[src/rtl/trig_sampler_pkg.sv]
// Trigger-mode codes and FSM state encoding shared by trig_sampler and trig_detect.
package trig_sampler_pkg;

   localparam logic [1:0] TRIG_IMMEDIATE  = 2'd0;
   localparam logic [1:0] TRIG_GATE_RISE  = 2'd1;
   localparam logic [1:0] TRIG_GATE_FALL  = 2'd2;
   localparam logic [1:0] TRIG_LEVEL_RISE = 2'd3;

   localparam logic [2:0] ST_IDLE      = 3'd0;
   localparam logic [2:0] ST_PRE       = 3'd1;
   localparam logic [2:0] ST_WAIT_TRIG = 3'd2;
   localparam logic [2:0] ST_POST      = 3'd3;
   localparam logic [2:0] ST_DONE      = 3'd4;

   typedef enum logic [2:0] {
      IDLE      = ST_IDLE,
      PRE       = ST_PRE,
      WAIT_TRIG = ST_WAIT_TRIG,
      POST      = ST_POST,
      DONE      = ST_DONE
   } state_t;

endpackage

[src/rtl/trig_sampler_trig_detect.sv]
// Trigger qualifier: gate edge detect with pending flag, channel mux and signed
// level-crossing compare, reduced to one trig_hit on each armed strobe.
module trig_detect
   import trig_sampler_pkg::*;
#(
   parameter int NUM_CHANNELS = 2,
   parameter int DATA_SIZE    = 14,
   parameter int CH_W         = 1
) (
   input  logic                                 clock,
   input  logic                                 reset,
   input  logic                                 clear,
   input  logic                                 strobe,
   input  logic                                 arm,
   input  logic [1:0]                           mode,
   input  logic [CH_W-1:0]                      channel,
   input  logic signed [DATA_SIZE-1:0]          level,
   input  logic                                 gate,
   input  logic [NUM_CHANNELS-1:0][DATA_SIZE-1:0] data,
   output logic                                 trig_hit
);

   logic gate_q, pending, edge_now, prev_vld, level_hit, gate_mode;
   logic signed [DATA_SIZE-1:0] sel, prev;

   always_comb begin
      edge_now = 1'b0;
      if (mode == TRIG_GATE_RISE)      edge_now = gate & ~gate_q;
      else if (mode == TRIG_GATE_FALL) edge_now = ~gate & gate_q;
   end

   always_comb begin
      sel = '0;
      if (32'(channel) < NUM_CHANNELS) sel = data[channel];
   end

   assign gate_mode = (mode == TRIG_GATE_RISE) || (mode == TRIG_GATE_FALL);
   assign level_hit = prev_vld && (prev < level) && (sel >= level);
   assign trig_hit  = arm && ((mode == TRIG_IMMEDIATE) ||
                              (gate_mode && (edge_now || pending)) ||
                              ((mode == TRIG_LEVEL_RISE) && level_hit));

   // An edge seen between strobes is held until the next armed strobe consumes it.
   always_ff @(posedge clock) begin
      if (reset) begin
         gate_q   <= 1'b0;
         pending  <= 1'b0;
         prev     <= '0;
         prev_vld <= 1'b0;
      end else begin
         gate_q <= gate;
         if (clear || arm)  pending <= 1'b0;
         else if (edge_now) pending <= 1'b1;
         if (clear) prev_vld <= 1'b0;
         else if (strobe) begin
            prev     <= sel;
            prev_vld <= 1'b1;
         end
      end
   end

endmodule

[src/rtl/trig_sampler.sv]
// Multi-channel triggered acquisition engine with circular pre-trigger buffer.
// Optional auto-trigger timeout is built when TRIG_TIMEOUT_EN is defined.
module trig_sampler
   import trig_sampler_pkg::*;
#(
   parameter int  NUM_CHANNELS   = 2,
   parameter int  DATA_SIZE      = 14,
   parameter int  SAMPLE_SIZE    = 16,
   parameter int  ADDR_SIZE      = 13,
   parameter int  DECIMATOR_SIZE = 4,
   parameter int  TIMEOUT_CYCLES = 1000000,
   localparam int CH_W           = (NUM_CHANNELS > 1) ? $clog2(NUM_CHANNELS) : 1
) (
   input  logic                                i_clock,
   input  logic                                i_reset,
   input  logic [NUM_CHANNELS*DATA_SIZE-1:0]   i_data,
   input  logic                                i_gate,
   input  logic                                i_start,
   input  logic                                i_abort,
   input  logic [ADDR_SIZE-1:0]                i_memory_size,
   input  logic [ADDR_SIZE-1:0]                i_pretrig,
   input  logic [DECIMATOR_SIZE-1:0]           i_decimator,
   input  logic [1:0]                          i_trig_mode,
   input  logic [CH_W-1:0]                     i_trig_channel,
   input  logic signed [DATA_SIZE-1:0]         i_trig_level,
   output logic                                o_wr_en,
   output logic [ADDR_SIZE-1:0]                o_addr,
   output logic [NUM_CHANNELS*SAMPLE_SIZE-1:0] o_data,
   output logic [ADDR_SIZE-1:0]                o_trig_addr,
   output logic [ADDR_SIZE-1:0]                o_start_addr,
   output logic                                o_busy,
   output logic                                o_end,
   output logic                                o_timed_out
);

   state_t state, state_nxt;
   logic [ADDR_SIZE-1:0] size_q, pretrig_q, size_in, pretrig_in, post_lim;
   logic [ADDR_SIZE-1:0] wr_addr, pre_cnt, post_cnt, trig_start;
   logic [DECIMATOR_SIZE-1:0] decim_q, dec_cnt;
   logic [1:0] mode_q;
   logic [CH_W-1:0] chan_q;
   logic signed [DATA_SIZE-1:0] level_q;
   logic start, acq, strobe, arm, hit, to_pend, fire;
   logic [NUM_CHANNELS-1:0][DATA_SIZE-1:0]   data_ch;
   logic [NUM_CHANNELS-1:0][SAMPLE_SIZE-1:0] data_ext;

   if (TIMEOUT_CYCLES < 1) begin : g_bad_timeout
      $error("trig_sampler: TIMEOUT_CYCLES must be at least 1");
   end

   assign data_ch = i_data;
   for (genvar c = 0; c < NUM_CHANNELS; c++) begin : g_ext
      assign data_ext[c] = SAMPLE_SIZE'($signed(data_ch[c]));
   end

   assign size_in    = (i_memory_size < ADDR_SIZE'(2)) ? ADDR_SIZE'(2) : i_memory_size;
   assign pretrig_in = (i_pretrig > size_in - ADDR_SIZE'(1)) ? size_in - ADDR_SIZE'(1) : i_pretrig;
   assign start      = (state == IDLE) && i_start;
   assign acq        = state inside {PRE, WAIT_TRIG, POST};
   assign strobe     = acq && (dec_cnt == '0);
   // With no pre-trigger window the very first strobe is already a trigger candidate.
   assign arm        = strobe && ((state == WAIT_TRIG) || ((state == PRE) && (pretrig_q == '0)));
   assign fire       = hit || (arm && to_pend);
   assign post_lim   = size_q - pretrig_q;
   assign trig_start = (wr_addr >= pretrig_q) ? wr_addr - pretrig_q : wr_addr + post_lim;
   assign o_busy     = (state != IDLE);

   trig_detect #(
      .NUM_CHANNELS(NUM_CHANNELS),
      .DATA_SIZE   (DATA_SIZE),
      .CH_W        (CH_W)
   ) u_trig_detect (
      .clock   (i_clock),
      .reset   (i_reset),
      .clear   (start),
      .strobe  (strobe),
      .arm     (arm),
      .mode    (mode_q),
      .channel (chan_q),
      .level   (level_q),
      .gate    (i_gate),
      .data    (data_ch),
      .trig_hit(hit)
   );

   always_comb begin
      state_nxt = state;
      case (state)
         IDLE:      if (i_start) state_nxt = PRE;
         PRE:       if (strobe) begin
                       if (pretrig_q == '0)
                          state_nxt = fire ? POST : WAIT_TRIG;
                       else if (pre_cnt + ADDR_SIZE'(1) == pretrig_q)
                          state_nxt = WAIT_TRIG;
                    end
         WAIT_TRIG: if (fire) state_nxt = (post_lim == ADDR_SIZE'(1)) ? DONE : POST;
         POST:      if (strobe && (post_cnt + ADDR_SIZE'(1) == post_lim)) state_nxt = DONE;
         DONE:      state_nxt = IDLE;
         default:   state_nxt = IDLE;
      endcase
      if (i_abort && (state != IDLE)) state_nxt = IDLE;
   end

   always_ff @(posedge i_clock) begin
      if (i_reset) begin
         state        <= IDLE;
         size_q       <= ADDR_SIZE'(2);
         pretrig_q    <= '0;
         decim_q      <= '0;
         mode_q       <= '0;
         chan_q       <= '0;
         level_q      <= '0;
         wr_addr      <= '0;
         dec_cnt      <= '0;
         pre_cnt      <= '0;
         post_cnt     <= '0;
         o_wr_en      <= 1'b0;
         o_addr       <= '0;
         o_data       <= '0;
         o_trig_addr  <= '0;
         o_start_addr <= '0;
         o_end        <= 1'b0;
      end else begin
         state   <= state_nxt;
         o_wr_en <= strobe && !i_abort;
         o_end   <= (state == DONE) && !i_abort;
         if (strobe && !i_abort) begin
            o_addr  <= wr_addr;
            o_data  <= data_ext;
            wr_addr <= (wr_addr == size_q - ADDR_SIZE'(1)) ? '0 : wr_addr + ADDR_SIZE'(1);
         end
         if (acq) dec_cnt <= (dec_cnt == decim_q) ? '0 : dec_cnt + DECIMATOR_SIZE'(1);
         if ((state == PRE) && strobe)  pre_cnt  <= pre_cnt + ADDR_SIZE'(1);
         if ((state == POST) && strobe) post_cnt <= post_cnt + ADDR_SIZE'(1);
         if (fire && !i_abort) begin
            o_trig_addr  <= wr_addr;
            o_start_addr <= trig_start;
            post_cnt     <= ADDR_SIZE'(1);
         end
         if (start) begin
            size_q       <= size_in;
            pretrig_q    <= pretrig_in;
            decim_q      <= i_decimator;
            mode_q       <= i_trig_mode;
            chan_q       <= i_trig_channel;
            level_q      <= i_trig_level;
            wr_addr      <= '0;
            dec_cnt      <= '0;
            pre_cnt      <= '0;
            o_trig_addr  <= '0;
            o_start_addr <= '0;
         end
      end
   end

`ifdef TRIG_TIMEOUT_EN
   localparam int TO_W = $clog2(TIMEOUT_CYCLES + 1);
   logic [TO_W-1:0] to_cnt;
   logic            to_flag;

   // Once the window expires the next armed strobe is forced to trigger.
   always_ff @(posedge i_clock) begin
      if (i_reset) begin
         to_cnt  <= '0;
         to_pend <= 1'b0;
         to_flag <= 1'b0;
      end else begin
         if (start) begin
            to_cnt  <= '0;
            to_pend <= 1'b0;
            to_flag <= 1'b0;
         end else if ((state == WAIT_TRIG) && !to_pend) begin
            if (to_cnt == TO_W'(TIMEOUT_CYCLES - 1)) to_pend <= 1'b1;
            else                                     to_cnt  <= to_cnt + TO_W'(1);
         end
         if (fire && !hit && !i_abort) to_flag <= 1'b1;
      end
   end
   assign o_timed_out = to_flag;
`else
   assign to_pend     = 1'b0;
   assign o_timed_out = 1'b0;
`endif

endmodule

[config.mk]
export PLATFORM = sky130hd
export DESIGN_NAME = trig_sampler
export DESIGN_NICKNAME = d
export VERILOG_FILES = /design/src/rtl/trig_sampler_pkg.sv /design/src/rtl/trig_sampler_trig_detect.sv /design/src/rtl/trig_sampler.sv
export SDC_FILE = /design/constraint.sdc
export NUM_CORES = 1
export LEC_CHECK = 0
export CAP_MARGIN = 20
export CORE_AREA = 2 2 170 172
export CTS_CLUSTER_SIZE = 14
export DETAILED_ROUTE_END_ITERATION = 16
export DIE_AREA = 0 0 172 174
export PLACE_DENSITY = 0.67
export SYNTH_ARGS = -nofsm -noshare
export SYNTH_HDL_FRONTEND = slang
export SYNTH_SLANG_ARGS = --single-unit
[constraint.sdc]
create_clock -name i_clock -period 9.7 [get_ports i_clock]
set_input_delay 1.455 -clock i_clock [delete_from_list [all_inputs] [get_ports i_clock]]
set_output_delay 1.455 -clock i_clock [all_outputs]
set_load 0.02 [all_outputs]
## After elaboration in Yosys (flattened, before gate mapping)

Index checks and enable logic that the tools add are counted.

- Flip-flop bits (word level): 181
- Input port bits: 80
- Output and inout bits: 75
- Logic and storage cells: 115

- Add/subtract/negate cells: 9
- Magnitude comparators: 6
- Equality and inequality tests: 17
- Mux-type cells: 20
- Bitwise gates (word level): 5
- Reductions and logical operators: 36

Operator list:

| operator | number |
|---|---|
| two-way mux 13 bit | 4 |
| adder 13 x 1 -> 13 bit (second input constant) | 3 |
| == test 13 bit | 3 |
| two-way mux 14 bit | 2 |
| subtractor 13 x 1 -> 13 bit (second input constant) | 2 |
| subtractor 13 bit | 2 |
| two-way mux 3 bit | 7 |
| logical AND 1 bit | 16 |
| >= comparator 14 bit | 1 |
| less-than comparator 14 bit | 1 |
| adder 13 bit | 1 |
| == test 13 x 1 -> 1 bit (second input constant) | 1 |
| >= comparator 13 bit | 1 |
| greater-than comparator 13 bit | 1 |
| logical NOT 13 bit | 1 |
| less-than comparator 13 x 2 -> 1 bit (second input constant) | 1 |
| one-hot mux 3 bit (4 select lines) | 1 |
| OR reduction 2 bit | 4 |
| == test 3 x 2 -> 1 bit (second input constant) | 2 |
| logical OR 1 bit | 6 |
| inequality test 2 bit (second input constant) | 3 |
| nonzero test 3 bit | 2 |
| two-way mux 1 bit | 5 |
| AND reduction 5 bit | 1 |
| 18 further kinds | 22 |

## Longest topological paths before layout

Gate-level depths: netlist of the first run.

- Word-level depth: 13
- Mapped depth: 18

## Cells and area by module

A second synthesis of the first run with hierarchy kept.

- Cell total of the unflattened synthesis: 1,444
- Area total of the unflattened synthesis: 11,293.3 µm²

By module, submodules not included:

| module | instances | cells an instance | area each (µm²) | seq. area each (µm²) |
|---|---|---|---|---|
| trig_sampler | 1 | 1,275 | 9,779.4 | 3,243.1 |
| trig_detect | 1 | 169 | 1,514.0 | 340.3 |

## Least setup slack after synthesis of the first run

Ideal clock, no wire load.

- Kind: in2reg
- Start point: in i_memory_size[9]
- End point: reg pretrig_q[1]
- Arrival: 5.040 ns
- Required time: 9.564 ns
- Path slack: 4.524 ns
- Cell stages on the path: 17
- Path buffers: 1
- Cell sequence: or4_1 -> nand4b_1 -> o21ai_0 -> ha_1 -> nand3b_1 -> or4_1 -> xor2_1 -> ha_1 -> nand4_1 -> nor2_1 -> o21ai_0 -> a21oi_1 -> a211oi_1 -> a21oi_1 -> clkbuf_1 -> mux2i_1 -> o22ai_1

- Word-level cells in the longest chain between the ends: 5

Ends and longest elaborated chain:

| what | RTL line | RTL |
|---|---|---|
| from (decl) | trig_sampler.sv:20 | `input logic [ADDR_SIZE-1:0] i_memory_size,` |
| less-than comparator 13 x 2 -> 1 bit | trig_sampler.sv:56 | `assign size_in = (i_memory_size < ADDR_SIZE'(2)) ? ADDR_SIZE'(2) : i_memory_size;` |
| two-way mux 13 bit * | trig_sampler.sv:56 |  |
| subtractor 13 x 1 -> 13 bit * | trig_sampler.sv:57 | `assign pretrig_in = (i_pretrig > size_in - ADDR_SIZE'(1)) ? size_in - ADDR_SIZE'(1) : i_pretrig;` |
| greater-than comparator 13 bit | trig_sampler.sv:57 |  |
| two-way mux 13 bit * | trig_sampler.sv:57 |  |
| to (signal assigned) | trig_sampler.sv:142 | `pretrig_q <= pretrig_in;` |
| to (decl) | trig_sampler.sv:37 | `logic [ADDR_SIZE-1:0] size_q, pretrig_q, size_in, pretrig_in, post_lim;` |

Every way passes the cells marked *; elsewhere a longest branch is shown, timed or not.
A chain may end at the register's enable or synchronous reset.

## Worst setup path in the final report of the first run

- Start point: in i_memory_size[6]
- End point: reg pretrig_q[11]

Same word-level chain as after synthesis.

==> results of run 1 <==
cell usage after synthesis, types with 4 or more instances:
cell and n:
a2111oi_0 4, a211o_1 5, a211oi_1 10, a21o_1 15
a21oi_1 101, a22o_1 16, a31oi_1 6, and2_1 9
and3_1 15, buf_1 5, buf_2 9, buf_4 6
clkbuf_1 47, dfxtp_1 179, ha_1 88, inv_1 53
mux2_2 13, mux2i_1 38, nand2_1 171, nand2b_1 10
nand3_1 27, nand4_1 24, nor2_1 140, nor2b_1 16
nor3_1 28, nor3b_1 5, nor4_1 8, o2111ai_1 4
o21a_1 10, o21ai_0 63, o31ai_1 5, o32ai_1 8
or2_2 8, or3_1 9, or4_1 4, xnor2_1 70
xnor3_1 4, xor2_1 58
final cells by class:
cell class	instances	share of cell area (%)
multi-input cells	1047	51.77
flip-flops and latches	179	26.54
repair buffers	163	11.95
well taps	384	3.559
inverters	53	1.473
clock buffers	17	3.151
clock inverters	15	1.501
diodes	3	0.05560
metrics by stage:
stage	cells	instance area, um^2	hold WS (ns)
2_1_floorplan	1346	11040	0.4400
3_3_place_gp	1825	12850	0.4415
5_1_grt	1858	13490	0.4718
6_report	1861	13500	0.4534
3_5_place_dp	1825	12850	0.4456
4_1_cts	1857	13470	0.4554
worst max path at each step:
stage	from	to	slack, ns	cells after the start
floorplan	i_memory_size[9]	pretrig_q[1]	4.52	17
global placement	i_memory_size[7]	pretrig_q[9]	3.58	19
detailed placement	i_memory_size[7]	pretrig_q[11]	3.46	19
CTS	i_memory_size[7]	pretrig_q[11]	3.93	19
global route	i_memory_size[6]	pretrig_q[11]	3.48	18
finish	i_memory_size[6]	pretrig_q[11]	3.89	19
sequential cells by signal, indices dropped and copies added, names as in the netlist:
| signal | count |
|---|---|
| o_data | 28 |
| level_q | 14 |
| u_trig_detect.prev | 14 |
| o_addr | 13 |
| o_start_addr | 13 |
| o_trig_addr | 13 |
| post_cnt | 13 |
| pre_cnt | 13 |
| pretrig_q | 13 |
| size_q | 13 |
| wr_addr | 13 |
| dec_cnt | 4 |
| decim_q | 4 |
| state | 3 |
| mode_q | 2 |
| chan_q | 1 |
| o_end | 1 |
| o_wr_en | 1 |
| u_trig_detect.gate_q | 1 |
| u_trig_detect.pending | 1 |
| u_trig_detect.prev_vld | 1 |
per-layer routing:
metal	GRT usage, %	share of wire (%)	vias to the layer above
met5	0	0	-
met1	28.66	46	4621
li1	-	-	4930
met2	35.19	47	257
met4	5.427	1.6	0
met3	4.258	6.1	29
power by group through the flow:
| stage | Combinational, mW | Sequential (mW) | Clock (mW) |
|---|---|---|---|
| floorplan | 1.13 | 0.931 | 0 |
| global placement | 1.51 | 0.944 | 0 |
| detailed placement | 1.53 | 0.947 | 0 |
| CTS | 1.54 | 0.930 | 0.744 |
| global route | 1.72 | 0.944 | 0.769 |
| finish | 1.55 | 0.933 | 0.723 |
critical path, delay by kind of cell:
kind	cells	cell delay [ns]
compound gates	7	1.57
simple gates	7	1.58
fa+ha+maj	2	0.60
xor+xnor	1	0.18
buf+inv	2	0.74
cells by family after synthesis:
family	after synthesis	share of synthesized area (%)
compound gates	282	16.06
mux	51	4.773
buf+inv	120	4.387
fa+ha+maj	91	10.52
other cells	1	0.03398
simple gates	489	20.63
xor+xnor	133	11.12
flops	179	32.47
==> results.yml, run 1 <==
run_status:
  status: "finished clean"
clock_tree:
  hold_buffers: 0
  cts_tree: "done"
  clock_path_buffers: 2
  clkTransAtPathRegs_ns: 0.08
  numCtsBuffers: 17
  cts.sinks: 179
  htree_num_levels: 4
  cts_setup_buffers: 0
  cts_root_buf: "clkbuf_16"
  clock_latency_ns: 0.46
  post_cts_resized: 0
sta:
  fin_crit_ns: 5.806
  fin_tns_setup_ns: 0
  final_hold_viol_count: 0
  finalSetupViolCount: 0
  worst_pin_slew_ns: 0.7712
  period_share_pct: 59.86
  relSlewSlack_pct: 48.24
  max_freq_ghz: 0.1722
  layout_setup_ws_ns: 3.894
  rsz0062_at_grt: "false"
  fin_skew_ns: 0.02990
  drv_slew: 0
setup_path:
  r2r_slack_ns: 5.38
  required_ns: 10.05
  worst-setup-path-type: "in -> reg"
  cp_max_fo: 22
  crit_slowest_cell: "or4_1"
  reg2reg_to: "o_start_addr[12]"
  rr_worst_depth: 13
  reg2reg_from: "pretrig_q[1]"
  worst_setup_path_end_kind: "flop"
  cp_data_arrival_time_ns: 6.16
  crit_chain: "clkdlybuf4s50_1, or4_1, nand4b_1, o21ai_0, ha_1, nand3b_1, nor3_1, xnor2_1, ha_1, a21o_1, a21oi_1, nor2b_1, o21ai_0, nand2b_1, a211oi_1, a21oi_1, buf_4, or2_2, a32o_1"
  slowest_delay_ns: 0.57
  start_kind: "input port"
power:
  seqPwrFrac_pct: 29.1
  clkPwrFrac_pct: 22.5
  vdd_drop_max_v: 0.0001184
  switchingPower_mw: 1.356
  p_int_mw: 1.854
  pwr-share-comb_pct: 48.4
  power.density_mw_per_mm2: 237.8
  swShare_pct: 42.23
  cellLeakagePower_nw: 5.205
  power_mw: 3.210
synthesis:
  synth-edff-count: 0
  avgSynthCellArea_um2: 8.200
  synth_area_leader_cell: "dfxtp_1"
  synth_cell_types: 74
  yosys.area.top_type_share_pct: 32.47
  ys_warn_count: 0
  synth-seq-cells: 179
  async_reset_ff_share_pct: 0
  netlist_instances: 1346
  seq_area_frac_synth_pct: 32.47
  ys.flop_type: "dfxtp_1"
  ys_top_cells_by_area: "dfxtp_1, ha_1, nand2_1"
  syn-num-nets: 1517
  netlist_area_mm2: 0.01104
global_routing:
  grt_pass1_wl_um: 50130
  track_usage_pct: 21.40
  grt_max_degree: 66
  grt-ovfl-total: 0
  grt_pass1_vias: 9379
  antenna_found_initial: 0
routing:
  final_antenna_net_count: 0
  drc: 0
  vias: 9837
  drt_wl_total_um: 31700
  drt_iter0_markers: 797
  viasPerCell: 5.286
  firstDrtPassIters: 5
  drt-wirelength-per-cell_um: 17.03
finish:
  seq_area_mm2: 0.003583
  drive_gt1_share_pct: 5.360
  most-common-layout-cells: "dfxtp_1, nand2_1, clkdlybuf4s50_1"
  final_common_cell: "dfxtp_1"
  num-fill-cells: 2777
  multi_input_area_mm2: 0.006989
  area_growth_pct: 22.33
  final_nets: 1632
  final_util_pct: 47.82
die:
  design.portCount: 155
  initial_core_util_pct: 39.09
  rows: 62
  die-area_mm2: 0.02993
  die_h_um: 174
  core_mm2: 0.02824
  die_w_um: 172
worst_hold_path:
  hold_path_class: "reg -> reg"
  holdPathStages: 2
  worstHoldStart: "o_data[28]"
  min_to: "o_data[28]"
place:
  place_hpwl_um: 23750
  dp_slack_ns: 3.459
  port_buffers: 153
  gp_congestion: 0.9182
run:
  drv_cap: 0
Power figures use the tool's default switching activity.
==> run 2: changes to the inputs <==
--- a/config.mk
+++ b/config.mk
@@ -10,7 +10,7 @@
 export CTS_CLUSTER_SIZE = 14
 export DETAILED_ROUTE_END_ITERATION = 16
 export DIE_AREA = 0 0 172 174
-export PLACE_DENSITY = 0.67
+export PLACE_DENSITY = 0.69
 export SYNTH_ARGS = -nofsm -noshare
 export SYNTH_HDL_FRONTEND = slang
 export SYNTH_SLANG_ARGS = --single-unit
==> constraint.sdc (replaced) <==
create_clock -name i_clock -period 5.3 [get_ports i_clock]
set_input_delay 0.795 -clock i_clock [delete_from_list [all_inputs] [get_ports i_clock]]
set_output_delay 0.795 -clock i_clock [all_outputs]
set_load 0.02 [all_outputs]
==> results.yml, run 2 (same netlist as run 1, synthesis figures left out) <==
power:
  p_int_mw: 3.447
  pwr-share-comb_pct: 48.3
  seqPwrFrac_pct: 28.6
  cellLeakagePower_nw: 5.250
  power_mw: 5.943
  swShare_pct: 42.01
  power.density_mw_per_mm2: 437.9
  clkPwrFrac_pct: 23.1
  switchingPower_mw: 2.497
  vdd_drop_max_v: 0.0002285
global_routing:
  grt-ovfl-total: 0
  grt_pass1_vias: 9425
  grt_max_degree: 66
  grt_pass1_wl_um: 50110
  antenna_found_initial: 0
  track_usage_pct: 21.02
clock_tree:
  clock_path_buffers: 2
  cts_root_buf: "clkbuf_16"
  hold_buffers: 0
  cts_setup_buffers: 0
  clkTransAtPathRegs_ns: 0.09
  numCtsBuffers: 17
  post_cts_resized: 0
  clock_latency_ns: 0.45
  cts.sinks: 179
  htree_num_levels: 4
  cts_tree: "done"
setup_path:
  worst_setup_path_end_kind: "flop"
  crit_slowest_cell: "or4_1"
  slowest_delay_ns: 0.60
  worst-setup-path-type: "in -> reg"
  cp_data_arrival_time_ns: 5.21
  crit_chain: "clkdlybuf4s50_1, or4_1, nand4b_1, o21ai_0, ha_1, nand3b_1, nor3_1, xnor2_1, ha_1, a21o_1, a21oi_1, nor2b_1, o21ai_0, nand2b_1, a211oi_1, a21oi_1, buf_4, and2_1, o32ai_1"
  required_ns: 5.64
  start_kind: "input port"
  cp_max_fo: 10
finish:
  final_cell_area_mm2: 0.01357
  drive_gt1_share_pct: 5.807
  largest_reg_flops: 28
  top_regs: "o_data: 28 flops, level_q: 14 flops, u_trig_detect.prev: 14 flops"
  final_nets: 1639
  num-fill-cells: 2749
  most-common-layout-cells: "dfxtp_1, nand2_1, clkdlybuf4s50_1"
  regMostFlops: "o_data"
  area_growth_pct: 22.98
  diodes: 0
  final_common_cell: "dfxtp_1"
sta:
  fin_crit_ns: 4.868
  finalSetupViolCount: 0
  fin_tns_setup_ns: 0
  period_share_pct: 91.86
  max_freq_ghz: 0.2054
  whs_ns: 0.4574
  rsz0062_at_grt: "false"
  final_hold_viol_count: 0
  worst_pin_slew_ns: 0.7742
  drv_slew: 0
  fin_skew_ns: 0.01902
  relSlewSlack_pct: 48.39
  layout_setup_ws_ns: 0.4316
die:
  rows: 62
  initial_core_util_pct: 39.09
  die_w_um: 172
  design.portCount: 155
  die_h_um: 174
  core_mm2: 0.02824
  die-area_mm2: 0.02993
run:
  drv_cap: 0
routing:
  final_antenna_net_count: 0
  drt_wl_total_um: 31240
  firstDrtPassIters: 5
  drt-wirelength-per-cell_um: 16.75
  drc: 0
  vias: 9973
  drt_iter0_markers: 639
  viasPerCell: 5.347
place:
  dpl_cell_area_mm2: 0.01290
  port_buffers: 153
  place_hpwl_um: 23330
  dp_slack_ns: 0.01062
  gp_congestion: 0.9413
worst_hold_path:
  hold_path_class: "reg -> reg"
run_status:
  status: "finished clean"
## run 2: worst max-delay path: cells and delay by family
family	cells	cell delay [ns]
adder cells (fa/ha/maj)	2	0.54
XOR/XNOR	1	0.19
buffers and inverters	2	0.64
AND/OR/NAND/NOR	7	1.52
AO/OA/AOI/OAI	7	1.52
## run 2: final cells by class
| cell class | count | area (um^2) | area share (%) |
|---|---|---|---|
| Clock inverter | 15 | 229.0 | 1.687 |
| Tap cell | 384 | 480.5 | 3.540 |
| Clock buffer | 17 | 425.4 | 3.134 |
| Timing Repair Buffer | 170 | 1667 | 12.28 |
| Sequential cell | 179 | 3583 | 26.40 |
| Inverter | 53 | 198.9 | 1.466 |
| Multi-Input combinational cell | 1047 | 6989 | 51.49 |
## run 2: power by group through the flow
stage	clock, mW	combinational, mW	sequential (mW)
floorplan	0	2.07	1.70
global placement	0	2.77	1.72
detailed placement	0	2.82	1.73
CTS	1.40	2.84	1.69
global route	1.45	3.15	1.72
finish	1.37	2.87	1.70
## run 2: per-layer routing
layer  vias up  routed length [um]  track usage (%)
met5         -                   0                0
met4         0                 664            6.197
met3        50                1934            3.711
met2       312               14390            33.48
met1      4675               14250            29.00
li1       4936                   -                -
## run 2: path summary, 6_finish.rpt
path / startpoint / end / slack (ns) / cells after the start
setup reg to reg: pretrig_q[1] / o_start_addr[12] / 1.00 / 13
hold / removal: o_data[25] / o_data[25] / 0.46 / 2
hold reg to reg: o_data[25] / o_data[25] / 0.46 / 2
setup / recovery: i_memory_size[9] / pretrig_q[6] / 0.43 / 19
## run 2: per-stage QoR
| stage | std cells | utilization, % |
|---|---|---|
| after floorplan | 1346 | - |
| after global placement | 1832 | 45.68 |
| after detailed placement | 1832 | 45.68 |
| after CTS | 1864 | 48.00 |
| after global routing | 1865 | 48.07 |
| final | 1865 | 48.07 |
